$ cat config.mk
export PLATFORM = sky130hd
export DESIGN_NAME = logic_pod_readback_flat
export DESIGN_NICKNAME = d
export VERILOG_FILES = /design/src/rtl/logic_pod_readback_if.sv /design/src/rtl/logic_pod_readback.sv /design/src/flat_wrapper.sv
export SDC_FILE = /design/constraint.sdc
export NUM_CORES = 2
export LEC_CHECK = 0
export CAP_MARGIN = 10
export CORE_MARGIN = 2
export CORE_UTILIZATION = 65
export CTS_CLUSTER_SIZE = 12
export DETAILED_ROUTE_END_ITERATION = 6
export HOLD_SLACK_MARGIN = 0.02
export PLACE_DENSITY = 0.85
export SETUP_SLACK_MARGIN = 0.5
export SYNTH_ARGS = -nofsm -noshare
export SYNTH_HDL_FRONTEND = slang
export SYNTH_SLANG_ARGS = --single-unit
$ cat constraint.sdc
create_clock -name clk_ram_2x -period 10.6 [get_ports clk_ram_2x]
set_input_delay 1.59 -clock clk_ram_2x [delete_from_list [all_inputs] [get_ports clk_ram_2x]]
set_output_delay 1.59 -clock clk_ram_2x [all_outputs]
set_load 0.005 [all_outputs]
$ cat src/rtl/logic_pod_readback_if.sv
// rtl/logic_pod_readback_if.sv - request, address-FIFO, return-beat and output-stream bundle for logic_pod_readback
//
// Ports (slave = readback block, master = host/memory side):
//   req_*            host request (valid/ready, channel, burst pointer, burst count)
//   addr_fifo_*      read address word push into the memory controller, free-slot count back
//   rdata_valid/rdata returned 128-bit beats, in order, no backpressure
//   out_*            output beat stream (valid/ready, data, last)
//   busy/done/err_unexpected  status
interface logic_pod_readback_if;
    logic         req_valid;
    logic         req_ready;
    logic [2:0]   req_channel;
    logic [21:0]  req_ptr;
    logic [15:0]  req_count;
    logic         addr_fifo_wr_en;
    logic [28:0]  addr_fifo_wr_data;
    logic [7:0]   addr_fifo_wr_size;
    logic         rdata_valid;
    logic [127:0] rdata;
    logic         out_valid;
    logic [127:0] out_data;
    logic         out_last;
    logic         out_ready;
    logic         busy;
    logic         done;
    logic         err_unexpected;

    modport slave (
        input  req_valid, req_channel, req_ptr, req_count, addr_fifo_wr_size,
               rdata_valid, rdata, out_ready,
        output req_ready, addr_fifo_wr_en, addr_fifo_wr_data, out_valid, out_data,
               out_last, busy, done, err_unexpected
    );

    modport master (
        output req_valid, req_channel, req_ptr, req_count, addr_fifo_wr_size,
               rdata_valid, rdata, out_ready,
        input  req_ready, addr_fifo_wr_en, addr_fifo_wr_data, out_valid, out_data,
               out_last, busy, done, err_unexpected
    );
endinterface

$ cat src/rtl/logic_pod_readback.sv
// rtl/logic_pod_readback.sv - credit-limited DRAM burst reader with buffered output stream
//
// Ports:
//   clk_ram_2x  sole clock
//   rst_n       asynchronous active-low reset
//   bus         logic_pod_readback_if.slave: request in, address words out, returned beats in,
//               buffered beat stream out, busy/done/err_unexpected status
module logic_pod_readback #(
    parameter int POD_NUMBER      = 0,
    parameter int MAX_OUTSTANDING = 8
) (
    input  logic                  clk_ram_2x,
    input  logic                  rst_n,
    logic_pod_readback_if.slave   bus
);
    localparam int DEPTH = 4 * MAX_OUTSTANDING;
    localparam int AW    = $clog2(DEPTH);
    localparam int CW    = $clog2(MAX_OUTSTANDING + 1);
    localparam logic            POD_BIT     = (POD_NUMBER % 2) != 0;
    localparam logic [CW-1:0]   CREDITS_MAX = CW'(MAX_OUTSTANDING);
    localparam logic [AW-1:0]   LAST_IDX    = AW'(DEPTH - 1);

    typedef enum logic [1:0] {S_IDLE, S_ISSUE, S_DRAIN} state_t;

    state_t        state_q, state_d;
    logic [2:0]    chan_q, chan_d;
    logic [21:0]   ptr_q, ptr_d;
    logic [15:0]   bursts_left_q, bursts_left_d;
    logic [17:0]   beats_left_q, beats_left_d;
    logic [CW-1:0] credits_q, credits_d;
    logic [CW-1:0] outstanding_q, outstanding_d;
    logic [1:0]    rx_beat_q, rx_beat_d;
    logic [1:0]    pop_beat_q, pop_beat_d;
    logic          wr_en_q, wr_en_d;
    logic [28:0]   wr_data_q, wr_data_d;
    logic          done_q, done_d;
    logic          err_q, err_d;
    logic [AW-1:0] wptr_q, wptr_d, rptr_q, rptr_d;
    logic [AW:0]   fcount_q, fcount_d;
    logic [127:0]  mem [DEPTH];

    logic          space_ok, issue, push, pop, credit_ret, burst_rx;
    logic [2:0]    issue_chan;
    logic [21:0]   issue_ptr;

    // The first burst is issued straight from IDLE using the request fields so the
    // registered address push appears the cycle after acceptance. Credits are always
    // full in IDLE, but the check is kept for symmetry with ISSUE.
    assign space_ok   = bus.addr_fifo_wr_size > 8'd1;
    assign issue      = space_ok && credits_q != '0 &&
                        ((state_q == S_IDLE  && bus.req_valid && bus.req_count != 16'd0) ||
                         (state_q == S_ISSUE && bursts_left_q != 16'd0));
    assign issue_chan = (state_q == S_IDLE) ? bus.req_channel : chan_q;
    assign issue_ptr  = (state_q == S_IDLE) ? bus.req_ptr : ptr_q;

    // Beats with nothing outstanding are stray and never reach the buffer.
    assign push       = bus.rdata_valid && outstanding_q != '0;
    assign pop        = bus.out_valid && bus.out_ready;
    assign credit_ret = pop && pop_beat_q == 2'd3;
    assign burst_rx   = push && rx_beat_q == 2'd3;

    always_comb begin
        state_d       = state_q;
        chan_d        = chan_q;
        ptr_d         = ptr_q;
        bursts_left_d = bursts_left_q;
        beats_left_d  = pop ? beats_left_q - 18'd1 : beats_left_q;
        wr_en_d       = issue;
        wr_data_d     = issue ? {1'b0, POD_BIT, issue_chan, issue_ptr, 2'b00} : wr_data_q;
        done_d        = 1'b0;
        unique case (state_q)
            S_IDLE: begin
                if (bus.req_valid) begin
                    chan_d        = bus.req_channel;
                    ptr_d         = bus.req_ptr + 22'(issue);
                    bursts_left_d = bus.req_count - 16'(issue);
                    beats_left_d  = {bus.req_count, 2'b00};
                    if (bus.req_count == 16'd0)
                        done_d = 1'b1;
                    else if (bursts_left_d == 16'd0)
                        state_d = S_DRAIN;
                    else
                        state_d = S_ISSUE;
                end
            end
            S_ISSUE: begin
                if (issue) begin
                    ptr_d         = ptr_q + 22'd1;
                    bursts_left_d = bursts_left_q - 16'd1;
                    if (bursts_left_q == 16'd1)
                        state_d = S_DRAIN;
                end
            end
            S_DRAIN: begin
                if (pop && beats_left_q == 18'd1) begin
                    done_d  = 1'b1;
                    state_d = S_IDLE;
                end
            end
            default: state_d = S_IDLE;
        endcase
    end

    always_comb begin
        credits_d = credits_q;
        unique case ({issue, credit_ret})
            2'b10:   credits_d = credits_q - CW'(1);
            2'b01:   credits_d = credits_q + CW'(1);
            default: credits_d = credits_q;
        endcase
        outstanding_d = outstanding_q;
        unique case ({issue, burst_rx})
            2'b10:   outstanding_d = outstanding_q + CW'(1);
            2'b01:   outstanding_d = outstanding_q - CW'(1);
            default: outstanding_d = outstanding_q;
        endcase
        fcount_d = fcount_q;
        unique case ({push, pop})
            2'b10:   fcount_d = fcount_q + (AW+1)'(1);
            2'b01:   fcount_d = fcount_q - (AW+1)'(1);
            default: fcount_d = fcount_q;
        endcase
        rx_beat_d  = push ? rx_beat_q + 2'd1 : rx_beat_q;
        pop_beat_d = pop ? pop_beat_q + 2'd1 : pop_beat_q;
        wptr_d     = push ? ((wptr_q == LAST_IDX) ? '0 : wptr_q + AW'(1)) : wptr_q;
        rptr_d     = pop  ? ((rptr_q == LAST_IDX) ? '0 : rptr_q + AW'(1)) : rptr_q;
        err_d      = err_q | (bus.rdata_valid && outstanding_q == '0);
    end

    always_ff @(posedge clk_ram_2x or negedge rst_n) begin
        if (!rst_n) begin
            state_q       <= S_IDLE;
            chan_q        <= '0;
            ptr_q         <= '0;
            bursts_left_q <= '0;
            beats_left_q  <= '0;
            credits_q     <= CREDITS_MAX;
            outstanding_q <= '0;
            rx_beat_q     <= '0;
            pop_beat_q    <= '0;
            wr_en_q       <= 1'b0;
            wr_data_q     <= '0;
            done_q        <= 1'b0;
            err_q         <= 1'b0;
            wptr_q        <= '0;
            rptr_q        <= '0;
            fcount_q      <= '0;
        end else begin
            state_q       <= state_d;
            chan_q        <= chan_d;
            ptr_q         <= ptr_d;
            bursts_left_q <= bursts_left_d;
            beats_left_q  <= beats_left_d;
            credits_q     <= credits_d;
            outstanding_q <= outstanding_d;
            rx_beat_q     <= rx_beat_d;
            pop_beat_q    <= pop_beat_d;
            wr_en_q       <= wr_en_d;
            wr_data_q     <= wr_data_d;
            done_q        <= done_d;
            err_q         <= err_d;
            wptr_q        <= wptr_d;
            rptr_q        <= rptr_d;
            fcount_q      <= fcount_d;
        end
    end

    // Buffer storage carries no reset; emptiness is tracked by fcount_q alone.
    always_ff @(posedge clk_ram_2x) begin
        if (push)
            mem[wptr_q] <= bus.rdata;
    end

    assign bus.req_ready         = state_q == S_IDLE;
    assign bus.busy              = state_q != S_IDLE;
    assign bus.addr_fifo_wr_en   = wr_en_q;
    assign bus.addr_fifo_wr_data = wr_data_q;
    assign bus.out_valid         = fcount_q != '0;
    assign bus.out_data          = bus.out_valid ? mem[rptr_q] : '0;
    assign bus.out_last          = bus.out_valid && beats_left_q == 18'd1;
    assign bus.done              = done_q;
    assign bus.err_unexpected    = err_q;
endmodule

$ cat src/flat_wrapper.sv
// flat-port wrapper written by rule: the top's interface ports become plain ports
module logic_pod_readback_flat 
#(
    parameter int POD_NUMBER      = 0,
    parameter int MAX_OUTSTANDING = 8
)
  (clk_ram_2x, rst_n, bus_req_valid, bus_req_channel, bus_req_ptr, bus_req_count, bus_addr_fifo_wr_size, bus_rdata_valid, bus_rdata, bus_out_ready, bus_req_ready, bus_addr_fifo_wr_en, bus_addr_fifo_wr_data, bus_out_valid, bus_out_data, bus_out_last, bus_busy, bus_done, bus_err_unexpected);
  logic_pod_readback_if bus_i ();
  input  logic clk_ram_2x;
  input  logic rst_n;
  input wire logic [$bits(bus_i.req_valid)-1:0] bus_req_valid;
  input wire logic [$bits(bus_i.req_channel)-1:0] bus_req_channel;
  input wire logic [$bits(bus_i.req_ptr)-1:0] bus_req_ptr;
  input wire logic [$bits(bus_i.req_count)-1:0] bus_req_count;
  input wire logic [$bits(bus_i.addr_fifo_wr_size)-1:0] bus_addr_fifo_wr_size;
  input wire logic [$bits(bus_i.rdata_valid)-1:0] bus_rdata_valid;
  input wire logic [$bits(bus_i.rdata)-1:0] bus_rdata;
  input wire logic [$bits(bus_i.out_ready)-1:0] bus_out_ready;
  output wire logic [$bits(bus_i.req_ready)-1:0] bus_req_ready;
  output wire logic [$bits(bus_i.addr_fifo_wr_en)-1:0] bus_addr_fifo_wr_en;
  output wire logic [$bits(bus_i.addr_fifo_wr_data)-1:0] bus_addr_fifo_wr_data;
  output wire logic [$bits(bus_i.out_valid)-1:0] bus_out_valid;
  output wire logic [$bits(bus_i.out_data)-1:0] bus_out_data;
  output wire logic [$bits(bus_i.out_last)-1:0] bus_out_last;
  output wire logic [$bits(bus_i.busy)-1:0] bus_busy;
  output wire logic [$bits(bus_i.done)-1:0] bus_done;
  output wire logic [$bits(bus_i.err_unexpected)-1:0] bus_err_unexpected;
  assign bus_i.req_valid = bus_req_valid;
  assign bus_i.req_channel = bus_req_channel;
  assign bus_i.req_ptr = bus_req_ptr;
  assign bus_i.req_count = bus_req_count;
  assign bus_i.addr_fifo_wr_size = bus_addr_fifo_wr_size;
  assign bus_i.rdata_valid = bus_rdata_valid;
  assign bus_i.rdata = bus_rdata;
  assign bus_i.out_ready = bus_out_ready;
  assign bus_req_ready = bus_i.req_ready;
  assign bus_addr_fifo_wr_en = bus_i.addr_fifo_wr_en;
  assign bus_addr_fifo_wr_data = bus_i.addr_fifo_wr_data;
  assign bus_out_valid = bus_i.out_valid;
  assign bus_out_data = bus_i.out_data;
  assign bus_out_last = bus_i.out_last;
  assign bus_busy = bus_i.busy;
  assign bus_done = bus_i.done;
  assign bus_err_unexpected = bus_i.err_unexpected;
  logic_pod_readback #(.POD_NUMBER(POD_NUMBER), .MAX_OUTSTANDING(MAX_OUTSTANDING)) u_core (.clk_ram_2x(clk_ram_2x), .rst_n(rst_n), .bus(bus_i));
endmodule
Yosys cells after proc, flatten, opt, wreduce, memory -nomap -nowiden
Memories as Yosys holds them, arrays and structs flattened.
Cells that the tools add are included.
{"block": "totals", "in_bits": 182, "output_inout_bits": 164, "ramBits": 4096, "regBits": 117, "elab_cells": 113, "memories": 1}
{"name": "u_core.mem", "words": 32, "width": 128, "read_ports": 1, "rd_clocked_by_memory_dff": 0, "write_ports": 1, "line_no": "logic_pod_readback.sv:40", "text": "logic [127:0] mem [DEPTH];"}
{"block": "op_classes", "magnitude_cmp": 1, "add_sub_neg": 15, "reduce_logical": 30, "bitwise": 1, "n_eq_ne": 19, "muxes": 30}
{"op": "128-bit two-way mux", "n": 1}
{"op": "22-bit two-way mux", "n": 3}
{"op": "18-bit two-way mux", "n": 3}
{"op": "22-bit case mux with 2 select lines", "n": 1}
{"op": "16-bit zero test", "n": 2}
{"op": "16-bit two-way mux", "n": 2}
{"op": "16-bit case mux with 2 select lines", "n": 1}
{"op": "16-bit nonzero test", "n": 2}
{"op": "22-bit by 1-bit adder with 22-bit output", "n": 1}
{"op": "22-bit by 1-bit adder with 22-bit output (second input constant)", "n": 1}
{"op": "18-bit by 1-bit equality test with 1-bit output (second input constant)", "n": 1}
{"op": "18-bit by 1-bit subtractor with 18-bit output (second input constant)", "n": 1}
{"op": "16-bit by 1-bit equality test with 1-bit output (second input constant)", "n": 1}
{"op": "4-bit case mux with 2 select lines", "n": 2}
{"op": "16-bit by 1-bit subtractor with 16-bit output", "n": 1}
{"op": "16-bit by 1-bit subtractor with 16-bit output (second input constant)", "n": 1}
{"op": "2-bit equality test (second input constant)", "n": 6}
{"op": "1-bit logical AND", "n": 12}
{"op": "2-bit two-way mux", "n": 6}
{"op": "6-bit case mux with 2 select lines", "n": 1}
{"op": "5-bit by 1-bit adder with 5-bit output (second input constant)", "n": 2}
{"op": "5-bit equality test (second input constant)", "n": 2}
{"op": "5-bit two-way mux", "n": 2}
{"op": "2-bit nonzero test", "n": 5}
{"op": "other kinds (22)", "n": 36}

Logic depth before layout (Yosys ltp)
{"block": "depth", "word_depth": 11, "mapped_depth": 16, "depth_no_buf": 15}

Worst setup path before layout
Ideal clock, no wire load.
{"block": "synth_path", "kind": "in2reg", "from": "in bus_rdata_valid", "to": "mem u_core.mem[15][0] (enable)", "setup_slack_ns": 2.394, "n_path_buf": 1, "cell_stages": 4, "arrival_ns": 7.589, "required_ns": 9.983, "setup_ns": 0.617, "path_cell_list": "nor2b_1 -> clkbuf_1 -> nand2_1 -> nor2_1"}
{"block": "synth_between", "elab_chain_len": 3}
{"element": "start: declaration", "line_no": "flat_wrapper.sv:16", "text": "input wire logic [$bits(bus_i.rdata_valid)-1:0] bus_rdata_valid;"}
{"element": "1-bit logical AND", "line_no": "logic_pod_readback.sv:57", "text": "assign push = bus.rdata_valid && outstanding_q != '0;"}
{"element": "1-bit two-way mux", "line_no": "logic_pod_readback.sv:170", "text": "if (push)"}
{"element": "1-bit two-way mux (not written as such)", "line_no": "logic_pod_readback.sv:171", "text": "mem[wptr_q] <= bus.rdata;"}
{"element": "end: declaration", "line_no": "logic_pod_readback.sv:40"}
No other way between the ends.

Worst setup path in the final report
{"block": "layout_path", "from": "reg u_core.rptr_q[1]", "to": "out bus_out_data[123]"}
{"block": "layout_between", "elab_chain_len": 2}
{"element": "start: declaration", "line_no": "logic_pod_readback.sv:38", "text": "logic [AW-1:0] wptr_q, wptr_d, rptr_q, rptr_d;"}
{"element": "start signal: assignment", "line_no": "logic_pod_readback.sv:163", "text": "rptr_q <= rptr_d;"}
{"element": "memory 32 x 128 bit"}
{"element": "128-bit two-way mux", "line_no": "logic_pod_readback.sv:179", "text": "assign bus.out_data = bus.out_valid ? mem[rptr_q] : '0;"}
{"element": "end: declaration", "line_no": "flat_wrapper.sv:23", "text": "output wire logic [$bits(bus_i.out_data)-1:0] bus_out_data;"}
No other way between the ends.

==> results.txt <==
* Endpoint type of the worst setup path: primary output
- Clock root buffer master: sky130_fd_sc_hd__clkbuf_16
- Post-CTS clock slew at the launch and capture registers of the worst setup and hold paths: 0.06 ns
- Pin count of the biggest net entering global routing: 145
- Clock skew after layout: 0.0511 ns
* Final max-slew violation count: 0
- TritonCTS Buffers: 420
* # IOs: 346
- Worst ir drop on vdd: 0.199 mV
- DRC errors left: 3
- The detail route stage leaves a number of antenna-violating nets equal to 0.
- Count of buffers from port buffering: 340
- Relative to the synthesized area, the layout overhead comes to 11.9%.
- The multi-input combinational cells in the finished layout cover a total of 0.0341 mm2.
* Number of antenna violations at the first check in global routing: 61
* Hold_buf cts: 0
- The most used flip-flop cell after synthesis is sky130_fd_sc_hd__edfxtp_1.
- Core box area: 0.248 mm2
- After clock tree synthesis, the repair step resized 0 gates.
* Number of enable flip-flop cells after synthesis: 4096
* Tightest Pin Transition: 1.44 ns
- Along the worst hold path, the cell count comes to 1.
- Setup violations remaining at the end of the flow were counted as 0.
* Final wirelength: 498 mm
- The library cells used most frequently in the layout, excluding fill and tap cells, are sky130_fd_sc_hd__edfxtp_1 (4096), sky130_fd_sc_hd__mux4_2 (1280), sky130_fd_sc_hd__clkbuf_16 (423).
* Number of nets in the final layout: 7701
- In this run the mean area of a mapped cell was 23.4 um2.
- Data required time at the worst endpoint: 9.01 ns
- The die is 504 um tall.
- The total overflow left after global routing is 0.
- Sequential element share of the synthesized area: 77.5%
* WL per Instance: 45.2 um
- The number of hold violations in the final report is 0.
- Total iterations of the first detailed-routing run: 7
- The startpoint identified for the worst hold timing path is u_core.outstanding_q[3].
- The congestion estimate from routability-driven global placement came to 0.839.
* Yosys synthesis warning count: 0
- TritonCTS built the clock tree.
* Number of fill cells: 11751
- In the synthesized netlist, the number of instances is 6939.
- For flop-to-flop paths, the worst setup slack is 5.52 ns.
- Worst R2R End: u_core.state_q[1]
- Headroom to the max-slew limit came out at 3.99%.
* Area enclosed by the die boundary: 0.254 mm2
- Vias in the first global route: 87409
- Detailed-route vias per instance: 7.95
* Clock latency reported for the late side of the worst-skew pair: 1.01 ns
* Setup bufs post-CTS: 0
* Proportion of layout cells with a drive suffix above 1: 25.4%
- Once the floorplan was initialized, standard cells occupied 65.4% of the core.
- In this run the critical register-to-register path is launched from u_core.state_q[0].
- The final route contains 87650 vias.
* Overall power: 47.1 mW
* Maximum number of buffers from clock root to sink: 4
* Clock sink count: 4213
* Run status: finished with violations
- The wire-length estimate of the detail-placed layout is 216 mm.
* Setup repair after global routing missed its margin: no
- The final critical path takes up 69.3% of the cycle.
- Static Leakage: 57.0 nW
- After synthesis, the share of flip-flops with an asynchronous set or reset is 2.78%.
- Power density cells: 259 mW/mm2
* Synthesized area: 0.162 mm2
- Site row count: 183
- After synthesis the netlist holds a flip-flop and latch count of 4213.
- The routed design could run at a clock period as short as 7.34 ns.
- The floorplan step set the die width to 504 um.
- STA classifies the critical path startpoint as a register.
- First-pass GRT wire length: 697 mm
* Cell depth of the worst flop-to-flop path: 14
* Cell variety after synth: 70
- Summed negative setup slack over all endpoints: 0 ns
- Crit-path max FO: 144
- Timing would allow up to 136 MHz.
* Arrival time reported for the critical path endpoint: 5.75 ns
* Worst setup path category: register to primary output
- In this run the worst hold path is classified as register to register.
- Drt initial violations: 17542
* Hold path endpoint: u_core.outstanding_q[3]
- The library cell used most frequently in the layout, excluding fill and tap cells, is sky130_fd_sc_hd__edfxtp_1.
- Placed instance area: 0.170 mm2
* Total global routing track utilization: 39.6%
* Violated checks: design-rule violations
- CTS H-tree lvls: 5
- Final non-filler cell area: 0.182 mm2
* Max_cap viols: 0
- Summing all flip-flop and latch instances after layout gives 0.126 mm2.
## layer usage
metal  global-route usage (%)  share of wire [%]  vias to the layer above
li1                         -                  -                    30363
met1                     52.6                 31                    44716
met2                     61.0                 48                    10532
met3                     10.5                 15                     1989
met4                     21.4                6.5                       50
met5                        0              0.067                        -
## power breakdown
group	switching (mW)	leakage (nW)	internal (mW)	total, mW
sequential	0.709	38.2	19.3	20.0
combinational	7.32	13.2	6.01	13.3
clock	6.37	5.60	7.35	13.7
total	14.4	57.0	32.7	47.1
## Yosys cell counts (10+ instances only)
cell type,instances,share of area (%)
sky130_fd_sc_hd__mux2i_1,26,0.16
sky130_fd_sc_hd__buf_6,16,0.11
sky130_fd_sc_hd__xor2_1,24,0.13
sky130_fd_sc_hd__dfrtp_1,116,1.8
sky130_fd_sc_hd__nor3_1,29,0.089
sky130_fd_sc_hd__buf_1,33,0.076
sky130_fd_sc_hd__xnor2_1,40,0.22
sky130_fd_sc_hd__nand3_1,32,0.099
sky130_fd_sc_hd__buf_2,101,0.31
sky130_fd_sc_hd__nor4_1,23,0.089
sky130_fd_sc_hd__o21ai_0,62,0.19
sky130_fd_sc_hd__buf_4,11,0.051
sky130_fd_sc_hd__nand4_1,10,0.039
sky130_fd_sc_hd__edfxtp_1,4096,76
sky130_fd_sc_hd__nor2_1,105,0.24
sky130_fd_sc_hd__ha_1,29,0.22
sky130_fd_sc_hd__nand2_1,108,0.25
sky130_fd_sc_hd__a21oi_1,71,0.22
sky130_fd_sc_hd__mux4_2,1280,18
sky130_fd_sc_hd__clkbuf_1,197,0.46
sky130_fd_sc_hd__o22ai_1,134,0.52
sky130_fd_sc_hd__inv_1,276,0.64
## registers in the layout (all words and copies together), names as in the netlist
name / count
u_core.bus.done: 1
u_core.credits_q: 4
u_core.bus.addr_fifo_wr_data: 25
u_core.bus.addr_fifo_wr_en: 1
u_core.state_q: 2
u_core.rptr_q: 5
u_core.pop_beat_q: 2
u_core.mem: 4096
u_core.rx_beat_q: 2
u_core.bursts_left_q: 16
u_core.beats_left_q: 18
u_core.outstanding_q: 4
u_core.chan_q: 3
u_core.fcount_q: 6
u_core.ptr_q: 22
u_core.wptr_q: 5
u_core.bus.err_unexpected: 1
## logic make-up after synthesis
group                    synth area share, %
other                                0.00231
multiplexers                            17.9
XOR/XNOR                               0.355
adder cells (fa/ha/maj)                0.260
flip-flops                              77.5
AND/OR/NAND/NOR                         1.07
buffers and inverters                   1.65
AO/OA/AOI/OAI                           1.18
## stage by stage
step	hold slack, ns	worst slack [ns]	instances	util (%)
CTS	0.484	3.28	10989	73.1
global placement	0.463	4.56	10393	68.5
finish	0.484	3.26	11019	73.2
floorplan	0.443	2.39	6942	-
global route	0.498	3.09	11013	73.2
detailed placement	0.465	4.42	10393	68.5
## layout make-up
| type | count | share of cell area [%] |
|---|---|---|
| Inverter | 280 | 0.580 |
| Antenna cell | 28 | 0.0385 |
| Multi-Input combinational cell | 2091 | 18.7 |
| Timing Repair Buffer | 481 | 2.74 |
| Clock inverter | 64 | 0.245 |
| Clock buffer | 532 | 6.08 |
| Tap cell | 3330 | 2.29 |
| Sequential cell | 4213 | 69.3 |
## worst max-delay path, cell delays in order, from the launching register on
cell	delay, ns
sky130_fd_sc_hd__dfrtp_4	1.19
sky130_fd_sc_hd__buf_12	0.67
sky130_fd_sc_hd__buf_4	0.73
sky130_fd_sc_hd__mux4_2	0.44
sky130_fd_sc_hd__mux4_2	0.49
sky130_fd_sc_hd__inv_1	0.10
sky130_fd_sc_hd__o22ai_1	0.20
sky130_fd_sc_hd__clkdlybuf4s50_1	0.59
## worst max path at each step
stage / to / from / slack (ns)
6_report: bus_out_data[123] / u_core.rptr_q[1] / 3.26
3_3_place_gp: bus_out_data[126] / u_core.rptr_q[0] / 4.56
2_1_floorplan: u_core.mem[15][0] / bus_rdata_valid / 2.39
4_1_cts: bus_out_data[47] / u_core.rptr_q[0] / 3.28
3_5_place_dp: bus_out_data[47] / u_core.rptr_q[0] / 4.42
5_1_grt: bus_out_data[47] / u_core.rptr_q[0] / 3.09
Note: power is estimated with default switching activity, not from simulation.
